==> src/rtl/spi_master.sv <==
// Mode-3 SPI master: shifts 1..32 bits MSB-first and returns the received
// bits right-aligned, with chip-select setup, hold and gap phases around each word.
module spi_master #(
  parameter int CLK_DIV = 4
) (
  input  logic        clk_in,
  input  logic        nrst,
  input  logic [31:0] spi_mosi_data,
  input  logic [5:0]  spi_nbits,
  input  logic        spi_request,
  output logic        spi_ready,
  output logic [31:0] spi_miso_data,
  output logic        spi_csn,
  output logic        spi_sclk,
  output logic        spi_mosi,
  input  logic        spi_miso
);

  typedef enum logic [2:0] {
    IDLE,
    SETUP,
    LOW,
    HIGH,
    HOLD,
    GAP
  } state_t;

  state_t      r_state;
  state_t      w_nextState;
  logic [7:0]  r_divCnt;
  logic [4:0]  r_bitCnt;
  logic [31:0] r_txSr;
  logic [31:0] r_rxSr;
  logic        w_phaseEnd;
  logic [4:0]  w_nbits;

  assign w_phaseEnd = (r_divCnt == 8'(CLK_DIV - 1));
  // Lengths beyond 32 bits saturate at a full word so the bit index stays in range
  assign w_nbits = spi_nbits[5] ? 5'd31 : spi_nbits[4:0];

  always_ff @(posedge clk_in or negedge nrst) begin
    if (!nrst) begin
      r_state <= IDLE;
    end else begin
      r_state <= w_nextState;
    end
  end

  always_comb begin
    w_nextState = r_state;
    case (r_state)
      IDLE:  if (spi_request) w_nextState = SETUP;
      SETUP: if (w_phaseEnd)  w_nextState = LOW;
      LOW:   if (w_phaseEnd)  w_nextState = HIGH;
      HIGH:  if (w_phaseEnd)  w_nextState = (r_bitCnt != 5'd0) ? LOW : HOLD;
      HOLD:  if (w_phaseEnd)  w_nextState = GAP;
      GAP:   if (w_phaseEnd)  w_nextState = IDLE;
      default: w_nextState = IDLE;
    endcase
  end

  always_ff @(posedge clk_in or negedge nrst) begin
    if (!nrst) begin
      r_divCnt <= 8'd0;
    end else if (r_state == IDLE || w_phaseEnd) begin
      r_divCnt <= 8'd0;
    end else begin
      r_divCnt <= r_divCnt + 8'd1;
    end
  end

  // Every phase change of the pins happens on the last cycle of the current phase
  always_ff @(posedge clk_in or negedge nrst) begin
    if (!nrst) begin
      r_bitCnt      <= 5'd0;
      r_txSr        <= 32'd0;
      r_rxSr        <= 32'd0;
      spi_ready     <= 1'b1;
      spi_miso_data <= 32'd0;
      spi_csn       <= 1'b1;
      spi_sclk      <= 1'b1;
      spi_mosi      <= 1'b0;
    end else begin
      case (r_state)
        IDLE: begin
          if (spi_request) begin
            r_txSr    <= spi_mosi_data;
            r_bitCnt  <= w_nbits;
            r_rxSr    <= 32'd0;
            spi_ready <= 1'b0;
            spi_csn   <= 1'b0;
            spi_mosi  <= spi_mosi_data[w_nbits];
          end
        end
        SETUP: begin
          if (w_phaseEnd) spi_sclk <= 1'b0;
        end
        LOW: begin
          if (w_phaseEnd) begin
            spi_sclk <= 1'b1;
            r_rxSr   <= {r_rxSr[30:0], spi_miso};
          end
        end
        HIGH: begin
          if (w_phaseEnd && r_bitCnt != 5'd0) begin
            r_bitCnt <= r_bitCnt - 5'd1;
            spi_mosi <= r_txSr[r_bitCnt - 5'd1];
            spi_sclk <= 1'b0;
          end
        end
        HOLD: begin
          if (w_phaseEnd) begin
            spi_csn       <= 1'b1;
            spi_mosi      <= 1'b0;
            spi_miso_data <= r_rxSr;
          end
        end
        GAP: begin
          if (w_phaseEnd) spi_ready <= 1'b1;
        end
        default: ;
      endcase
    end
  end

endmodule
==> config.mk <==
export PLATFORM = sky130hd
export DESIGN_NAME = spi_master
export DESIGN_NICKNAME = d
export VERILOG_FILES = /design/src/rtl/spi_master.sv
export SDC_FILE = /design/constraint.sdc
export NUM_CORES = 1
export LEC_CHECK = 0
export CORE_UTILIZATION = 54
export CTS_BUF_LIST = sky130_fd_sc_hd__clkbuf_8 sky130_fd_sc_hd__clkbuf_16
export DETAILED_ROUTE_END_ITERATION = 12
export PLACE_DENSITY = 0.85
export SETUP_SLACK_MARGIN = 0.3
export SLEW_MARGIN = 5
export SYNTH_ARGS = -nofsm -noshare
export SYNTH_HDL_FRONTEND = slang
export SYNTH_SLANG_ARGS = --single-unit
==> constraint.sdc <==
create_clock -name clk_in -period 3.2 [get_ports clk_in]
set_clock_uncertainty 0.05 [all_clocks]
set_input_delay 0.32 -clock clk_in [delete_from_list [all_inputs] [get_ports clk_in]]
set_output_delay 0.32 -clock clk_in [all_outputs]
set_load 0.005 [all_outputs]
## Word-level counts from Yosys, hierarchy flattened

Cells that the tools add are included.

| word-level totals | value |
|---|---|
| word-level logic and storage cells | 76 |
| register bits | 116 |
| output and inout port bits | 36 |

| cells by class | value |
|---|---|
| equality and inequality tests | 13 |
| $lt $le $gt $ge | 2 |
| multiplexer cells | 30 |
| reductions and logical operators | 19 |
| add/sub/neg operators | 2 |

Operators with widths:

| kind | count |
|---|---|
| 32-bit two-way mux | 2 |
| 32-bit case mux with 2 select lines | 1 |
| 3-bit two-way mux | 7 |
| 3-bit case mux with 6 select lines | 1 |
| 5-bit two-way mux | 3 |
| 2-bit inequality test (second input constant) | 7 |
| 5-bit by 6-bit less-than comparator with 1-bit output (second input constant) | 2 |
| 3-bit AND reduction | 4 |
| 1-bit binary-select mux with 5-bit select | 2 |
| 5-bit case mux with 2 select lines | 1 |
| 8-bit by 1-bit adder with 8-bit output (second input constant) | 1 |
| 8-bit by 2-bit == test with 1-bit output (second input constant) | 1 |
| 1-bit two-way mux | 8 |
| 8-bit two-way mux | 1 |
| 4-bit AND reduction | 2 |
| 2-bit nonzero test | 4 |
| 3-bit by 2-bit == test with 1-bit output (second input constant) | 2 |
| 3-bit == test (second input constant) | 2 |
| 1-bit case mux with 3 select lines | 2 |
| 6-bit AND reduction | 1 |
| 3-bit nonzero test | 2 |
| 5-bit nonzero test | 1 |
| 5-bit by 1-bit subtractor with 5-bit output (second input constant) | 1 |
| 1-bit case mux with 2 select lines | 2 |
| 5 further kinds | 6 |

## Depth between registers and ports, before layout

Gate-level depths: netlist (run 1).

| logic depth | value |
|---|---|
| depth in word-level cells | 5 |
| depth in mapped cells | 9 |
| mapped depth without buffers | 7 |

## Worst setup path before layout (run 1)

No wires, ideal clock.

| path | value |
|---|---|
| path kind | reg-to-reg |
| from | register r_bitCnt[0] |
| to | register spi_mosi |
| stages on the path, launching flop included | 9 |
| setup time | 0.124 ns |
| path slack | 0.888 ns |
| path buffers | 1 |
| data required time | 3.026 ns |
| arrival time | 2.138 ns |
| path through | dfrtp_1 -> buf_6 -> inv_1 -> ha_1 -> xnor2_2 -> mux2_2 -> o311ai_1 -> nor4_1 -> a211o_1 |

| on the way | value |
|---|---|
| longest elaborated chain between the ends | 5 |
| elaborated cells on any way between the ends | 9 |
| classes of those cells | add/sub (1); eq/ne (1); mux (4); reduce/logical (3) |

RTL lines:

| what | RTL line | source |
|---|---|---|
| start, declared | 31 | `logic [4:0] r_bitCnt;` |
| start signal, assigned | 88 | `r_bitCnt <= w_nbits;` |
| start signal, assigned | 106 | `r_bitCnt <= r_bitCnt - 5'd1;` |
| 5-bit by 1-bit subtractor with 5-bit output | 107 | `spi_mosi <= r_txSr[r_bitCnt - 5'd1];` |
| 1-bit binary-select mux with 5-bit select | 107 |  |
| 1-bit two-way mux (not written as such) | 107 |  |
| 1-bit two-way mux | 105 | `if (w_phaseEnd && r_bitCnt != 5'd0) begin` |
| 1-bit case mux with 3 select lines | 84 | `case (r_state)` |
| end signal, assigned | 92 | `spi_mosi <= spi_mosi_data[w_nbits];` |
| end signal, assigned | 107 |  |
| end, declared | 15 | `output logic spi_mosi,` |

Several ways; a longest one is shown, not always the timed one. The select of a mux whose other input is x is not followed.
A chain may end at the register's enable or synchronous reset.

## Final worst setup path (run 1)

Same ends and word-level chain as after synthesis.

==> run metrics, run 1 <==
first-pass GRT wire length 21400 microns; Bufs on Longest Clock Path 2; DR DRC count 0; commonest cells after routing, fill and taps aside nand2_1, dfrtp_1, clkdlybuf4s50_1, o21ai_0, mux2_2; Core Area 9680 sq um; cell count after synthesis 523; Antenna Nets Post-Route 0; Synth Area in Compound Gates 0.0888; CP max FO 12; register bit total from synthesis 116; Finished Cell Area 6800 sq um; placed cell count 710; die area 10300 sq um; Lkg Pwr 3.13 nW; NumNets Final 641; Syn Area/Cell 10.3 sq um; final number of hold-violating endpoints 0; Pwr Density 825 nW/um^2; antenna violations before repair 0; vias in the first global route 4356; Crit-path slowest cell dfrtp_2; Simple-Gate Fraction of Synth Area 0.178; via count 4257; final setup vio count 0; commonest non-fill, non-tap cell in the layout nand2_1; post-synth top area share 0.527; sequential area share after synthesis 0.541; CTS tree done; setup bufs post-CTS 0; CP arrival 3.06 ns; Synth cell types 57; layout cells sized above 1 0.161; Setup crit start kind register; XOR/XNOR share of the synthesized area 0.0177; I/O pin count 78; starting density of the core 0.555; clk_lat worst skew 0.51 ns; final HPWL from detailed placement 8340 microns; required time of the critical path 3.54 ns; Max-Cap Viols 0; Worst Hold Class input pin to register; gr ovfl total 0; cells along the critical path inv_1 > ha_1 > mux4_1 > mux2_2 > o311ai_1 > nor4_1 > a211o_1; die extent in y 102 microns; n_diodes 0; maximum vdd drop 396 uV; Cell Count, Final, Fillers Out 743; total CTS buffers 17; main area contributors after synthesis dfrtp_1, nand2_1, mux2_2; Final Max Slew Viols 0; area delta synth->final 26.6%; Root Driver clkbuf_8; clk slew on worst S/H paths 0.06 ns; PortBufs 77; H-tree Lvls 4; Starting DRT DRC Count 242; worst hold slack 0.313 ns; overall routing resource usage 0.280; RSZ-0062 raised after global routing false; Vias/cell 5.73; setup_tns 0 ns; EDFF count, synth 0; Area after DPL 6230 sq um; main combinational cell family by area after synthesis simple AND/OR/NAND/NOR gates; Cell Rows 36; wirelength, routed 13400 microns; crit share post-route 0.849; Tmin final 2.72 ns; worst path bufs/invs 1; Synth async-reset ratio 1.00; largest net degree at the start of global routing 65; Pre-Repair DR Iteration Count 5; Yosys top cell by area dfrtp_1; die width 102 microns; slew of the pin with the lowest slew margin 0.990 ns; max frequency 0.368 GHz; critical path's largest stage delay 0.57 ns; status completed; mux cell area share after synthesis 0.137; Most used DFF post-synth dfrtp_1; CP top delay family multiplexers; CP endpoint kind register; mapped cell area 5370 sq um; GPL Wtd Cong 0.899; kind of critical path register to register; DR WL/cell 18.1 microns; Yosys Warn Count 0; Post-Synth Adder-Cell Area 0.00466; CTS Sinks 116; Synthesized Nets 567; Slew headroom 0.334
[state kept, by name (all words and copies together) (netlist names)]
name and cells:
spi_sclk 1, r_txSr 32, r_bitCnt 5, r_rxSr 32
spi_csn 1, spi_ready 1, r_state 3, r_divCnt 8
spi_mosi 1, spi_miso_data 32
[cell families (layout without fill, tap and decap cells)]
kind of cell | Yosys count | in the layout
AOI/OAI and AO/OA | 76 | 76
xor gates and xnor gates | 10 | 10
adders and majority gates | 2 | 2
buffers and inverters | 38 | 125
DFF | 116 | 116
muxes | 54 | 54
and+or+nand+nor | 227 | 227
[metrics by stage]
| stage | utilization | total power, mW | setup slack, ns |
|---|---|---|---|
| after floorplan | - | 3.29 | 0.888 |
| after global placement | 0.643 | 3.63 | 0.646 |
| after detailed placement | 0.643 | 3.75 | 0.511 |
| after CTS | 0.702 | 5.61 | 0.316 |
| after global routing | 0.702 | 5.88 | 0.417 |
| final | 0.702 | 5.61 | 0.482 |
[layout make-up]
cell class                 instances  area (sq um)
clock buffer                      18           428
fill                             641          2890
tap                              133           166
clock inverter                    14           131
inverter                           8          30.0
timing repair buffer              85           831
sequential                       116          2910
multi-input combinational        369          2300
[synth_stat cells (all sizes together), types with 5 or more instances]
cell type,instances
inv,8
clkbuf,23
a21oi,9
nand2,167
xnor2,6
nor2b,7
mux2,36
buf,7
mux2i,8
o21ai,42
mux4,10
nand3,8
dfrtp,113
and3,5
nor2,22
[tightest hold or removal path: cells and delay by family]
kind	cells	cell delay, ns
and+or+nand+nor	1	0.06
buffers and inverters	1	0.40
AOI/OAI and AO/OA	1	0.06
[per-layer routing]
| layer | vias to the layer above | part of all wire | track usage |
|---|---|---|---|
| met2 | 171 | 0.51 | 0.466 |
| met3 | 55 | 0.049 | 0.0649 |
| li1 | 1928 | - | - |
| met5 | - | 0 | 0 |
| met4 | 0 | 0.045 | 0.168 |
| met1 | 2103 | 0.39 | 0.333 |
[worst paths after layout]
check	slack [ns]	from	cells after the start	end
max	0.48	r_bitCnt[0]$_DFFE_PN0P_	7	spi_mosi$_DFFE_PN0P_
min	0.31	spi_miso	3	r_rxSr[0]$_DFFE_PN0P_
max reg2reg	0.48	r_bitCnt[0]$_DFFE_PN0P_	7	spi_mosi$_DFFE_PN0P_
min reg2reg	0.42	spi_csn$_DFFE_PN1P_	2	spi_csn$_DFFE_PN1P_
max in group asynchronous	1.83	nrst	3	r_rxSr[25]$_DFFE_PN0P_
min in group asynchronous	0.37	nrst	2	r_divCnt[2]$_DFF_PN0_
[where the power goes]
part	internal, mW	switching [mW]
sequential	1.90	0.408
clock	1.05	0.703
combinational	0.694	0.842
total	3.65	1.95
[repair_timing]
action,4_1_cts,5_1_grt
setup endpoints to repair,0,1
endpoints found under the hold margin,58,0
hold buffers,1,0
resized for setup,0,1
(Power assumes the default switching activity.)
==> inputs of run 2 (changes only) <==
==> constraint.sdc (replaced) <==
create_clock -name clk_in -period 2.8 [get_ports clk_in]
set_clock_uncertainty 0.05 [all_clocks]
set_input_delay 0.28 -clock clk_in [delete_from_list [all_inputs] [get_ports clk_in]]
set_output_delay 0.28 -clock clk_in [all_outputs]
set_load 0.005 [all_outputs]
==> run 2 against run 1 <==
Net effect: register-to-register slack worse by 0.09 ns; non-clock buffer count up 2; hold slack got worse by 0.042 ns; die area did not move; critical path depth unchanged; clock power increased by 24%; critical endpoint unchanged; largest power group unchanged; highest routed layer unchanged.
==> run metrics, run 2 (synthesis results as in run 1) <==
required time of the critical path 3.15 ns; Core Area 9680 sq um; clk_lat worst skew 0.52 ns; Pwr Density 950 nW/um^2; P_sw 2.23 mW; Root Driver clkbuf_8; final number of hold-violating endpoints 0; CP endpoint kind register; Setup crit start kind register; die width 102 microns; Slew headroom 0.390; largest registers r_rxSr (32), r_txSr (32), spi_miso_data (32); Comb power frac 0.272; GPL Wtd Cong 0.912; RSZ-0062 raised after global routing false; Tmin final 2.41 ns; final setup vio count 0; via count 4204; max frequency 0.415 GHz; CTS Sinks 116; DR DRC count 0; Final Util 0.709; CP arrival 2.76 ns; area delta synth->final 27.9%; first-pass GRT wire length 20800 microns; Pwr Total 6.53 mW; overall routing resource usage 0.264; crit share post-route 0.860; placed cell count 712; Cell Count, Final, Fillers Out 745; gr ovfl total 0; vias in the first global route 4279; H-tree Lvls 4; Area after DPL 6250 sq um; Pre-Repair DR Iteration Count 5; antenna violations before repair 0; kind of critical path register to register; CP max FO 9; die area 10300 sq um; die extent in y 102 microns; PortBufs 77; Clk pwr share 0.333; wirelength, routed 12600 microns; CTS tree done; n_diodes 0; Cell Rows 36; Int Pwr 4.30 mW; commonest cells after routing, fill and taps aside nand2_1, dfrtp_1, clkdlybuf4s50_1, o21ai_0, mux2_2; Bufs on Longest Clock Path 2; setup_tns 0 ns; setup bufs post-CTS 0; Starting DRT DRC Count 361; Max-Cap Viols 0; maximum vdd drop 534 uV; Finished Cell Area 6870 sq um; starting density of the core 0.555; status completed; Lkg Pwr 3.17 nW; clk slew on worst S/H paths 0.06 ns; total CTS buffers 17; Flop pwr share 0.395; final HPWL from detailed placement 8310 microns; DR WL/cell 16.9 microns; largest net degree at the start of global routing 70; slew of the pin with the lowest slew margin 0.907 ns; Antenna Nets Post-Route 0; I/O pin count 78; Worst Hold Class input pin to register; Vias/cell 5.64; NumNets Final 643; layout cells sized above 1 0.165; switching share of power 0.341; commonest non-fill, non-tap cell in the layout nand2_1; Final Max Slew Viols 0
==> run 2: cell types whose count changed in the layout (fill, tap and decap cells not counted), sizes merged <==
cell | before | now
clkinv | 7 | 2
bufinv | 1 | 2
clkinvlp | 3 | 1
buf | 8 | 10
inv | 11 | 18
clkbuf | 18 | 17
==> run 2: routing by layer <==
| layer | GRT usage | share of wire | vias up |
|---|---|---|---|
| met5 | 0 | 0 | - |
| li1 | - | - | 1927 |
| met2 | 0.440 | 0.52 | 182 |
| met1 | 0.325 | 0.40 | 2058 |
| met4 | 0.116 | 0.033 | 0 |
| met3 | 0.0697 | 0.053 | 37 |
==> run 2: cell type report <==
class	instances	area, sq um
clock inverter	15	185
inverter	8	30.0
timing repair buffer	87	858
fill	643	2820
tap	133	166
multi-input combinational	369	2310
sequential	116	2910
clock buffer	17	414
==> run 2: worst paths after layout <==
path                                               from                endpoint  slack [ns]  cells after the start
worst max-delay path            r_bitCnt[1]$_DFFE_PN0P_    spi_mosi$_DFFE_PN0P_        0.39                      7
worst min-delay path                   spi_mosi_data[9]   r_txSr[9]$_DFFE_PN0P_        0.27                      3
worst max register to register  r_bitCnt[1]$_DFFE_PN0P_    spi_mosi$_DFFE_PN0P_        0.39                      7
worst min register to register   r_txSr[12]$_DFFE_PN0P_  r_txSr[12]$_DFFE_PN0P_        0.42                      2
max in group asynchronous                          nrst  r_rxSr[11]$_DFFE_PN0P_        1.55                      3
min in group asynchronous                          nrst   r_divCnt[6]$_DFF_PN0_        0.38                      2
==> run 2: worst max-delay path: stages (launching register included) <==
cell,delay (ns)
dfrtp_1,0.39
inv_1,0.08
ha_1,0.50
mux4_1,0.38
mux2_2,0.28
o311ai_1,0.24
nor4_1,0.11
a211o_1,0.27
==> run 2: per-stage QoR <==
step                      setup slack [ns]  hold WS [ns]
after global placement               0.483         0.381
after CTS                            0.427         0.259
after global routing                 0.302         0.287
after detailed placement             0.423         0.390
final                                0.393         0.271
after floorplan                      0.488       -0.0656
==> run 2: timing repair <==
action	4_1_cts	5_1_grt
hold endpoints to repair	65	0
hold buffers	1	0
endpoints found under the setup margin	0	19
resized for setup	0	1
==> run 2: power groups by stage <==
stage / logic [mW] / clock network [mW] / registers, mW
2_1_floorplan: 1.34 / 0 / 2.43
3_3_place_gp: 1.63 / 0 / 2.54
3_5_place_dp: 1.74 / 0 / 2.57
4_1_cts: 1.77 / 2.20 / 2.57
5_1_grt: 1.96 / 2.28 / 2.64
6_report: 1.77 / 2.18 / 2.58
